$ cat src/rtl/csla_pkg.sv
// csla_pkg: shared types and constants for the carry-select accumulator
package csla_pkg;
  localparam int DATA_W = 32;
  typedef enum logic [1:0] {IDLE, ACCUM, HOLD} state_t;
endpackage

$ cat src/rtl/csla_accum_if.sv
// csla_accum_if: operand stream in, burst result out
interface csla_accum_if #(parameter int CNT_W = 8);
  import csla_pkg::*;
  logic in_valid, in_ready, in_last, out_valid, out_ready;
  logic [DATA_W-1:0] in_data, out_sum;
  logic [CNT_W-1:0] out_ovf_cnt, out_count;
  modport master(output in_valid, in_data, in_last, out_ready,
                 input in_ready, out_valid, out_sum, out_ovf_cnt, out_count);
  modport slave(input in_valid, in_data, in_last, out_ready,
                output in_ready, out_valid, out_sum, out_ovf_cnt, out_count);
endinterface

$ cat src/rtl/csla_accum_csla.sv
// csla_accum_csla: combinational carry-select adder built from B-bit blocks
module csla_accum_csla #(
  parameter int W = 32,
  parameter int B = 4
) (
  input  logic [W-1:0] x,
  input  logic [W-1:0] y,
  input  logic         cin,
  output logic [W-1:0] s,
  output logic         cout
);
  logic [W/B:0] c;
  assign c[0] = cin;
  for (genvar i = 0; i < W/B; i++) begin : g_blk
    logic [B:0] s0, s1;
    // both carry-in candidates are precomputed; the incoming carry only selects
    assign s0 = {1'b0, x[i*B +: B]} + {1'b0, y[i*B +: B]};
    assign s1 = {1'b0, x[i*B +: B]} + {1'b0, y[i*B +: B]} + (B+1)'(1);
    assign s[i*B +: B] = c[i] ? s1[B-1:0] : s0[B-1:0];
    assign c[i+1] = c[i] ? s1[B] : s0[B];
  end
  assign cout = c[W/B];
endmodule

$ cat src/rtl/csla_accum.sv
// csla_accum: bursts of operands summed through a carry-select adder,
// with saturating carry-out and beat counters; result held until taken.
module csla_accum
  import csla_pkg::*;
#(
  parameter int CNT_W = 8
) (
  input logic         clk,
  input logic         rst,
  input logic         clr,
  csla_accum_if.slave bus
);
  localparam logic [CNT_W-1:0] MAX = '1;
  state_t state_q, state_d;
  logic [DATA_W-1:0] acc_q, acc_d, sum;
  logic [CNT_W-1:0] ovf_q, ovf_d, cnt_q, cnt_d;
  logic cout, fire, wipe;
  csla_accum_csla #(.W(DATA_W)) u_csla (
    .x(acc_q), .y(bus.in_data), .cin(1'b0), .s(sum), .cout(cout)
  );
  always_ff @(posedge clk or posedge rst)
    if (rst) state_q <= IDLE;
    else state_q <= state_d;
  always_comb begin
    fire = bus.in_valid & bus.in_ready;
    wipe = clr | (state_q == HOLD & bus.out_ready);
    state_d = clr ? IDLE
            : fire ? (bus.in_last ? HOLD : ACCUM)
            : (state_q == HOLD & bus.out_ready) ? IDLE : state_q;
  end
  always_comb begin
    bus.in_ready    = state_q != HOLD;
    bus.out_valid   = state_q == HOLD;
    bus.out_sum     = acc_q;
    bus.out_ovf_cnt = ovf_q;
    bus.out_count   = cnt_q;
  end
  // clr outranks a beat; a beat cannot coincide with the HOLD handshake
  always_comb begin
    acc_d = wipe ? '0 : fire ? sum : acc_q;
    ovf_d = wipe ? '0 : ovf_q + CNT_W'(fire & cout & (ovf_q != MAX));
    cnt_d = wipe ? '0 : cnt_q + CNT_W'(fire & (cnt_q != MAX));
  end
  always_ff @(posedge clk or posedge rst)
    if (rst) begin
      acc_q <= '0;
      ovf_q <= '0;
      cnt_q <= '0;
    end else begin
      acc_q <= acc_d;
      ovf_q <= ovf_d;
      cnt_q <= cnt_d;
    end
endmodule

$ cat src/flat_wrapper.sv
// flat-port wrapper written by rule: the top's interface ports become plain ports
module csla_accum_flat import csla_pkg::*;
#(
  parameter int CNT_W = 8
)
  (clk, rst, clr, bus_in_valid, bus_in_data, bus_in_last, bus_out_ready, bus_in_ready, bus_out_valid, bus_out_sum, bus_out_ovf_cnt, bus_out_count);
  csla_accum_if #(.CNT_W(CNT_W)) bus_i ();
  input logic clk;
  input logic rst;
  input logic clr;
  input wire logic [$bits(bus_i.in_valid)-1:0] bus_in_valid;
  input wire logic [$bits(bus_i.in_data)-1:0] bus_in_data;
  input wire logic [$bits(bus_i.in_last)-1:0] bus_in_last;
  input wire logic [$bits(bus_i.out_ready)-1:0] bus_out_ready;
  output wire logic [$bits(bus_i.in_ready)-1:0] bus_in_ready;
  output wire logic [$bits(bus_i.out_valid)-1:0] bus_out_valid;
  output wire logic [$bits(bus_i.out_sum)-1:0] bus_out_sum;
  output wire logic [$bits(bus_i.out_ovf_cnt)-1:0] bus_out_ovf_cnt;
  output wire logic [$bits(bus_i.out_count)-1:0] bus_out_count;
  assign bus_i.in_valid = bus_in_valid;
  assign bus_i.in_data = bus_in_data;
  assign bus_i.in_last = bus_in_last;
  assign bus_i.out_ready = bus_out_ready;
  assign bus_in_ready = bus_i.in_ready;
  assign bus_out_valid = bus_i.out_valid;
  assign bus_out_sum = bus_i.out_sum;
  assign bus_out_ovf_cnt = bus_i.out_ovf_cnt;
  assign bus_out_count = bus_i.out_count;
  csla_accum #(.CNT_W(CNT_W)) u_core (.clk(clk), .rst(rst), .clr(clr), .bus(bus_i));
endmodule
$ cat config.mk
export PLATFORM = sky130hd
export DESIGN_NAME = csla_accum_flat
export DESIGN_NICKNAME = d
export VERILOG_FILES = /design/src/rtl/csla_pkg.sv /design/src/rtl/csla_accum_if.sv /design/src/rtl/csla_accum_csla.sv /design/src/rtl/csla_accum.sv /design/src/flat_wrapper.sv
export SDC_FILE = /design/constraint.sdc
export NUM_CORES = 1
export LEC_CHECK = 0
export ABC_AREA = 1
export CAP_MARGIN = 20
export CORE_UTILIZATION = 40
export DETAILED_ROUTE_END_ITERATION = 10
export GPL_TIMING_DRIVEN = 1
export PLACE_DENSITY_LB_ADDON = 0.25
export SETUP_SLACK_MARGIN = 0.3
export SLEW_MARGIN = 20
export SYNTH_ARGS = -nofsm -noshare
export SYNTH_HDL_FRONTEND = slang
export SYNTH_SLANG_ARGS = --single-unit
$ cat constraint.sdc
create_clock -name clk -period 7.2 [get_ports clk]
set_clock_uncertainty 0.2 [all_clocks]
set_input_delay 2.16 -clock clk [delete_from_list [all_inputs] [get_ports clk]]
set_output_delay 2.16 -clock clk [all_outputs]
set_load 0.05 [all_outputs]
==> results.md <==
Status:
- The run finished with clean final reports.

Cells and area:
- Of the cells placed in the final design, the portion with a size suffix greater than 1 is 0.0711.
- Fill cells in the final layout number 916.
- The final layout contains 679 nets.
- The multi-input combinational cell area is 0.00242 mm2.
- The post-synthesis to final-layout area growth is 28.9%.
- The combined flip-flop and latch cell area is 0.00125 mm2.
- The repair_antennas step left the layout with diodes totalling 0.

Placed design:
- The final weighted congestion of routability-driven global placement is 0.821.
- The count of buffers added on input and output ports is 87.
- Detailed placement ended at an HPWL of 6.90 mm.

Synthesis:
- Yosys printed 0 warnings.
- Counting distinct cell types in the post-synthesis netlist gives 34.
- Counting flops and latches in the post-synthesis netlist gives 50.
- The share of the Yosys chip area taken by registers is 0.317.
- The mapped netlist covers 0.00395 mm2.
- The number of nets handed over by synthesis was 589.
- Synthesis produced a netlist whose cell count is 500.
- The average instance in the mapped netlist occupies 7.90 um2.

Critical path:
- Data on the critical path arrives at its endpoint at 5.73 ns.
- The most repeated library cell on the critical path is nand2_4.
- The critical path in this run is classified as primary input to register.
- The largest stage delay on the critical path is 0.54 ns.
- In this run the worst path has a maximum fanout of 8.
- Walking the worst path, the cells encountered are clkdlybuf4s50_1, ha_1, fa_1, ha_1, nand3_2, nor2_4, nand3_2, nand2_2, nand2_4, nand2_4, nand2_2, nand2_4, nand3_2, nand2_4, nand2_4, nand3_2, nand3_1, nand2_1, nor2_1, ha_1, ha_1, nand3_1, xor2_1, nor2_1.
- STA classifies the critical path endpoint as a register.
- The worst setup path is launched from a primary input.
- The standard cell with the maximum stage delay on the critical path is fa_1.
- The required time at the endpoint of the critical path is 7.17 ns.

Global route:
- The remaining global-route overflow is 0.
- The initial antenna violation count is 0.
- The number of global-route vias before repair came to 3446.
- The pin count of the biggest net entering global routing is 51.
- In the global route stage, overall resource usage came out at 0.189.
- The first global-routing pass estimated 15.6 mm of wire.

Floorplanning:
- The area of the die is 0.0103 mm2.
- In this run the count of I/O pins placed on the die edge is 88.
- The die is 101 um wide.
- The row count is 35.
- The die is 101 um tall.
- The total area inside the core boundary comes to 0.00942 mm2.
- The initial utilization of the core area, before any placement, comes to 0.420.

Drt:
- The wire length after detailed routing is 8.94 mm.
- The count of vias placed by the detailed router is 3570.
- Using the TritonRoute via totals, the vias-per-cell ratio works out to 4.96.
- The remaining routing DRC violations is 0.
- The count of nets left with antenna violations after detail routing is 0.
- The average wire per cell in the routed design is 12.4 um.
- The number of iterations in the first detailed-routing pass is 7.
- For this block, the initial DRC count from the detailed router was 121.

Timing:
- At the pin with the least slew margin, the transition time is 0.648 ns.
- Subtracting the final worst setup slack from the clock period gives 5.76 ns.
- Adding up every negative setup slack in the final design gives 0 ns.
- For this run, the top clock speed supported by timing is 174 MHz.
- The worst slew slack as a fraction of its limit is 0.568.
- The fraction of the cycle the final worst path needs is 0.800.
- Setup repair after global routing left no endpoint under its margin.
- The count of pins over their slew limit came to 0.
- The number of endpoints failing setup at the final stage is 0.
- The hold violation count in the final report is 0.

Power:
- The analysis attributes to cell leakage a power of 2.52 nW.
- Dividing total power by cell area gives a power density of 274 mW/mm2.
- Across the VDD grid, the largest voltage drop is 0.000120 V.
- Overall power consumption after layout is estimated at 1.39 mW.

Clock tree:
- The number of buffers on the longest clock path is 2.
- The clock root buffer master is clkbuf_8.
- TritonCTS created 5 clock buffers.
- The total clock sinks is 50.
- The H-tree was split into 2 levels.
- The clock transition time at the flip-flop clock pins of the worst setup and hold paths is 0.09 ns.
- Buffers added to address setup during post-CTS repair amount to 0.
- The insertion delay of the later-clocked pin in the worst-skew pair is 0.30 ns.
- The number of gates resized after CTS was 0.
- The count of hold buffers inserted by post-cts repair is 0.
- The CTS tree is yes.

Job:
- The count of maximum capacitance violations is 0.

Worst hold path:
- The type of the worst min-delay path is register to register.
-- final cells by class --
cell class                 instances  share of cell area
multi-input combinational        375               0.476
sequential                        50               0.246
timing repair buffer              90               0.175
inverter                          68              0.0501
tap                              129              0.0317
clock buffer                       6              0.0142
clock inverter                     2             0.00737
-- state kept, by name, summed over array words and instances, names as in the netlist --
| register | cells |
|---|---|
| u_core.bus.out_count | 8 |
| u_core.state_q | 2 |
| u_core.bus.out_sum | 32 |
| u_core.bus.out_ovf_cnt | 8 |
-- per-stage QoR --
step | cells | setup slack, ns | util | hold WS [ns] | cell area (um2)
5_1_grt | 720 | 1.12 | 0.541 | 0.346 | 5090
3_5_place_dp | 712 | 1.07 | 0.529 | 0.279 | 4980
3_3_place_gp | 712 | 1.23 | 0.529 | 0.269 | 4980
2_1_floorplan | 500 | 1.84 | - | 0.254 | 3950
6_report | 720 | 1.44 | 0.541 | 0.302 | 5090
4_1_cts | 720 | 1.41 | 0.541 | 0.303 | 5090
-- logic make-up (layout without fill, tap and decap cells) --
logic type | after synthesis | after routing | synth area share
AO/OA/AOI/OAI | 67 | 67 | 0.0950
XOR/XNOR | 23 | 23 | 0.0510
adder cells (fa/ha/maj) | 51 | 51 | 0.177
buffers and inverters | 75 | 166 | 0.0713
flip-flops | 50 | 50 | 0.317
multiplexers | 1 | 1 | 0.00285
AND/OR/NAND/NOR | 233 | 233 | 0.287
-- Yosys cell counts --
master | count | area share
clkbuf_1 | 7 | 0.0067
a31o_2 | 1 | 0.0022
ha_1 | 43 | 0.14
nor2_4 | 1 | 0.0028
nand2_4 | 8 | 0.023
nor3b_1 | 5 | 0.0095
a21o_1 | 4 | 0.0076
a22o_1 | 1 | 0.0022
nand3_2 | 12 | 0.030
o22ai_1 | 1 | 0.0016
inv_1 | 66 | 0.063
xor2_1 | 15 | 0.033
or2_2 | 1 | 0.0016
nand2_1 | 112 | 0.11
and3_1 | 1 | 0.0016
nand2_2 | 4 | 0.0063
a32o_1 | 1 | 0.0025
o31ai_1 | 4 | 0.0076
o21ai_0 | 26 | 0.033
xnor2_1 | 8 | 0.018
nor3_1 | 12 | 0.015
nor2_1 | 32 | 0.030
nand4_1 | 4 | 0.0063
o21ai_1 | 5 | 0.0063
dfrtp_1 | 50 | 0.32
a22oi_1 | 1 | 0.0019
nand3_1 | 38 | 0.048
inv_2 | 2 | 0.0019
fa_1 | 8 | 0.041
nand3b_1 | 1 | 0.0019
nor4_1 | 2 | 0.0032
a21oi_1 | 20 | 0.025
mux2_1 | 1 | 0.0028
a31oi_1 | 3 | 0.0048
-- worst paths after layout --
kind	cells after the start	slack (ns)	from	to
worst min-delay path	2	0.30	u_core.state_q[0]	u_core.state_q[0]
worst max-delay path	24	1.44	bus_in_data[4]	u_core.bus.out_ovf_cnt[4]
worst max register to register	23	3.27	u_core.bus.out_sum[4]	u_core.bus.out_ovf_cnt[4]
max in group asynchronous	3	4.23	rst	u_core.bus.out_sum[18]
min in group asynchronous	3	2.13	rst	u_core.bus.out_ovf_cnt[0]
worst min register to register	2	0.30	u_core.state_q[0]	u_core.state_q[0]
-- power by group --
part	internal, mW	switching [mW]	total (mW)
logic	0.300	0.527	0.827
clock network	0.104	0.0957	0.200
registers	0.323	0.0445	0.368
-- worst max-delay path: cells and delay by family --
family	cells	cell delay, ns
XOR/XNOR	1	0.15
adder cells (fa/ha/maj)	5	1.35
AND/OR/NAND/NOR	17	1.66
buffers and inverters	1	0.40
-- metal layers --
layer  vias to the layer above  global-route usage  share of wire
met4                         0              0.0535          0.018
li1                       1817                   -              -
met3                        13              0.0352          0.054
met5                         -                   0              0
met2                        93               0.314           0.46
met1                      1647               0.252           0.46
-- cells in the final DEF (no fill, tap or decap), drive strengths merged, types with 4 or more instances in the layout --
cell type,Yosys,final
a21o,4,4
a21oi,20,20
clkbuf,7,6
clkdlybuf4s50,0,87
dfrtp,50,50
fa,8,8
ha,43,43
inv,68,68
nand2,124,124
nand3,50,50
nand4,4,4
nor2,33,33
nor3,12,12
nor3b,5,5
o21ai,31,31
o31ai,4,4
xnor2,8,8
xor2,15,15
No activity file was read; power rests on OpenSTA's default activity.
==> RTL edit, RTL diff (same flow settings) <==
Reset style: synchronous (`rst`), changed in 2 clocked blocks.
--- a/src/rtl/csla_accum.sv
+++ b/src/rtl/csla_accum.sv
@@ -18,7 +18,7 @@
   csla_accum_csla #(.W(DATA_W)) u_csla (
     .x(acc_q), .y(bus.in_data), .cin(1'b0), .s(sum), .cout(cout)
   );
-  always_ff @(posedge clk or posedge rst)
+  always_ff @(posedge clk)
     if (rst) state_q <= IDLE;
     else state_q <= state_d;
   always_comb begin
@@ -41,7 +41,7 @@
     ovf_d = wipe ? '0 : ovf_q + CNT_W'(fire & cout & (ovf_q != MAX));
     cnt_d = wipe ? '0 : cnt_q + CNT_W'(fire & (cnt_q != MAX));
   end
-  always_ff @(posedge clk or posedge rst)
+  always_ff @(posedge clk)
     if (rst) begin
       acc_q <= '0;
       ovf_q <= '0;
Function: differs if rst is asserted again (counterexample within 4 cycles, from zero or initial values and one cycle with rst high); with rst held inactive, the same outputs for 10 cycles.
==> RTL edit against the unedited design <==
Routed wire length decreased by 2.7%. Synthesized area down 3.8%. Final area decreased by 3.4%. Setup slack gained 0.013 ns. Sequential cell count unchanged. First-iteration DRC count down 8.3%. Critical endpoint is now u_core.bus.out_ovf_cnt[7]$_SDFF_PP0_.
Power is not compared: it rests on default switching activity, and its combinational part moved more than twofold at a synthesized area within 25%.
==> RTL edit: results (changes against the unedited design) <==
* Run status: complete, no violations
* Main area contributors after synthesis: dfxtp_1 (26%), ha_1 (14%), inv_1 (7.3%), nand2_1 (6.7%), nand3_1 (5.9%)
* Largest net degree at the start of global routing at 36 (-29%)
* Syn avg cell area at 7.451 µm² (-5.7%)
* Final Net Count at 685 (+0.88%)
* Inst Count DP at 718 (+0.84%)
* CP Data Arrival Time at 5.76 ns (+0.03 ns)
* Ys async rst share at 0% (-100 points)
* Global-route wire length before repair at 15.12 mm (-3.1%)
* # fillers at 871 (-4.9%)
* GPL Wtd Cong at 0.8746 (+6.6%)
* Syn. warnings at 0 (unchanged)
* Most used flip-flop cell after synthesis: dfxtp_1
* Initial DRC Count at 111 (-8.3%)
* Most frequent cells after synthesis: inv_1 (74), nand2_1 (68), nor2_1 (57), dfxtp_1 (50), nand3_1 (45)
* Initial DRT Pass Iterations at 4 (-3)
* DR vias at 3473 (-2.7%)
* Vias in the first global route at 3383 (-1.8%)
* Total gr overflow at 0 (unchanged)
* Detailed placement HPWL at 6.640 mm (-3.8%)
* Gr usage total at 18.83% (-0.11 points)
* Syn_nets at 599 (+1.7%)
* Unique masters post-synth at 31 (-8.8%)
* Slew HR at 54.87% (-1.9 points)
* FF-to-FF setup slack at 3.36 ns (+0.09 ns)
* Hold buffer count at cts at 0 (unchanged)
* Root buffer cell: clkbuf_8
* Hold_ws at 0.2530 ns (-0.04891 ns)
* Crit Path Max Fanout at 6 (-2)
[RTL edit: area by class of cell]
| class | instances | area (µm²) | area share (%) |
|---|---|---|---|
| clock inverter | 2 | 37.54 | 0.7628 |
| tap | 129 | 161.4 | 3.280 |
| inverter | 75 | 281.5 | 5.721 |
| clock buffer | 6 | 72.57 | 1.475 |
| timing repair buffer | 90 | 893.4 | 18.15 |
| multi-input combinational | 374 | 2474 | 50.27 |
| sequential | 50 | 1001 | 20.34 |
[RTL edit: through the flow]
step | setup WS (ns) | cell area [µm²] | power, mW
floorplan | 1.810 | 3800 | 0.4996
detailed placement | 1.130 | 4811 | 0.5768
global placement | 1.276 | 4811 | 0.5715
CTS | 1.466 | 4921 | 0.7854
finish | 1.450 | 4921 | 0.7743
global route | 1.076 | 4921 | 0.8278
[RTL edit: logic make-up (layout without fill, tap and decap cells)]
kind of cell               count (synthesis)  in the layout  synth area share, %
and+or+nand+nor                          214            214                28.12
buffers and inverters                     86            173                8.561
AOI/OAI and AO/OA                         78             78                11.46
adders and majority gates                 51             51                18.37
DFF                                       50             50                26.34
xor gates and xnor gates                  31             31                7.145
[RTL edit: worst max-delay path, delay by kind of cell]
| kind | cells | cell delay (ns) |
|---|---|---|
| adder cells (fa/ha/maj) | 4 | 1.06 |
| AND/OR/NAND/NOR | 18 | 1.79 |
| AO/OA/AOI/OAI | 2 | 0.19 |
| buffers and inverters | 3 | 0.53 |
[RTL edit: metal layers]
layer | global-route usage, % | routed length [µm] | up-vias
li1 | - | - | 1849
met1 | 24.58 | 4213 | 1549
met2 | 31.41 | 3998 | 73
met3 | 4.287 | 441 | 2
met4 | 4.751 | 40 | 0
met5 | 0 | 0 | -
[RTL edit: final timing paths]
| path | start | to | depth (start not counted) |
|---|---|---|---|
| worst max-delay path | bus_in_data[8] | u_core.bus.out_ovf_cnt[7]$_SDFF_PP0_ | 27 |
| worst min-delay path | u_core.state_q[0]$_SDFFE_PP0P_ | u_core.state_q[0]$_SDFFE_PP0P_ | 2 |
| worst max register to register | u_core.bus.out_sum[8]$_SDFFE_PP0P_ | u_core.bus.out_ovf_cnt[7]$_SDFF_PP0_ | 26 |
| worst min register to register | u_core.state_q[0]$_SDFFE_PP0P_ | u_core.state_q[0]$_SDFFE_PP0P_ | 2 |
[RTL edit: where the power goes]
group	leakage [nW]	internal, mW	switching, mW
logic	1.83	0.107	0.166
registers	0.407	0.287	0.0101
clock network	0.0514	0.104	0.100
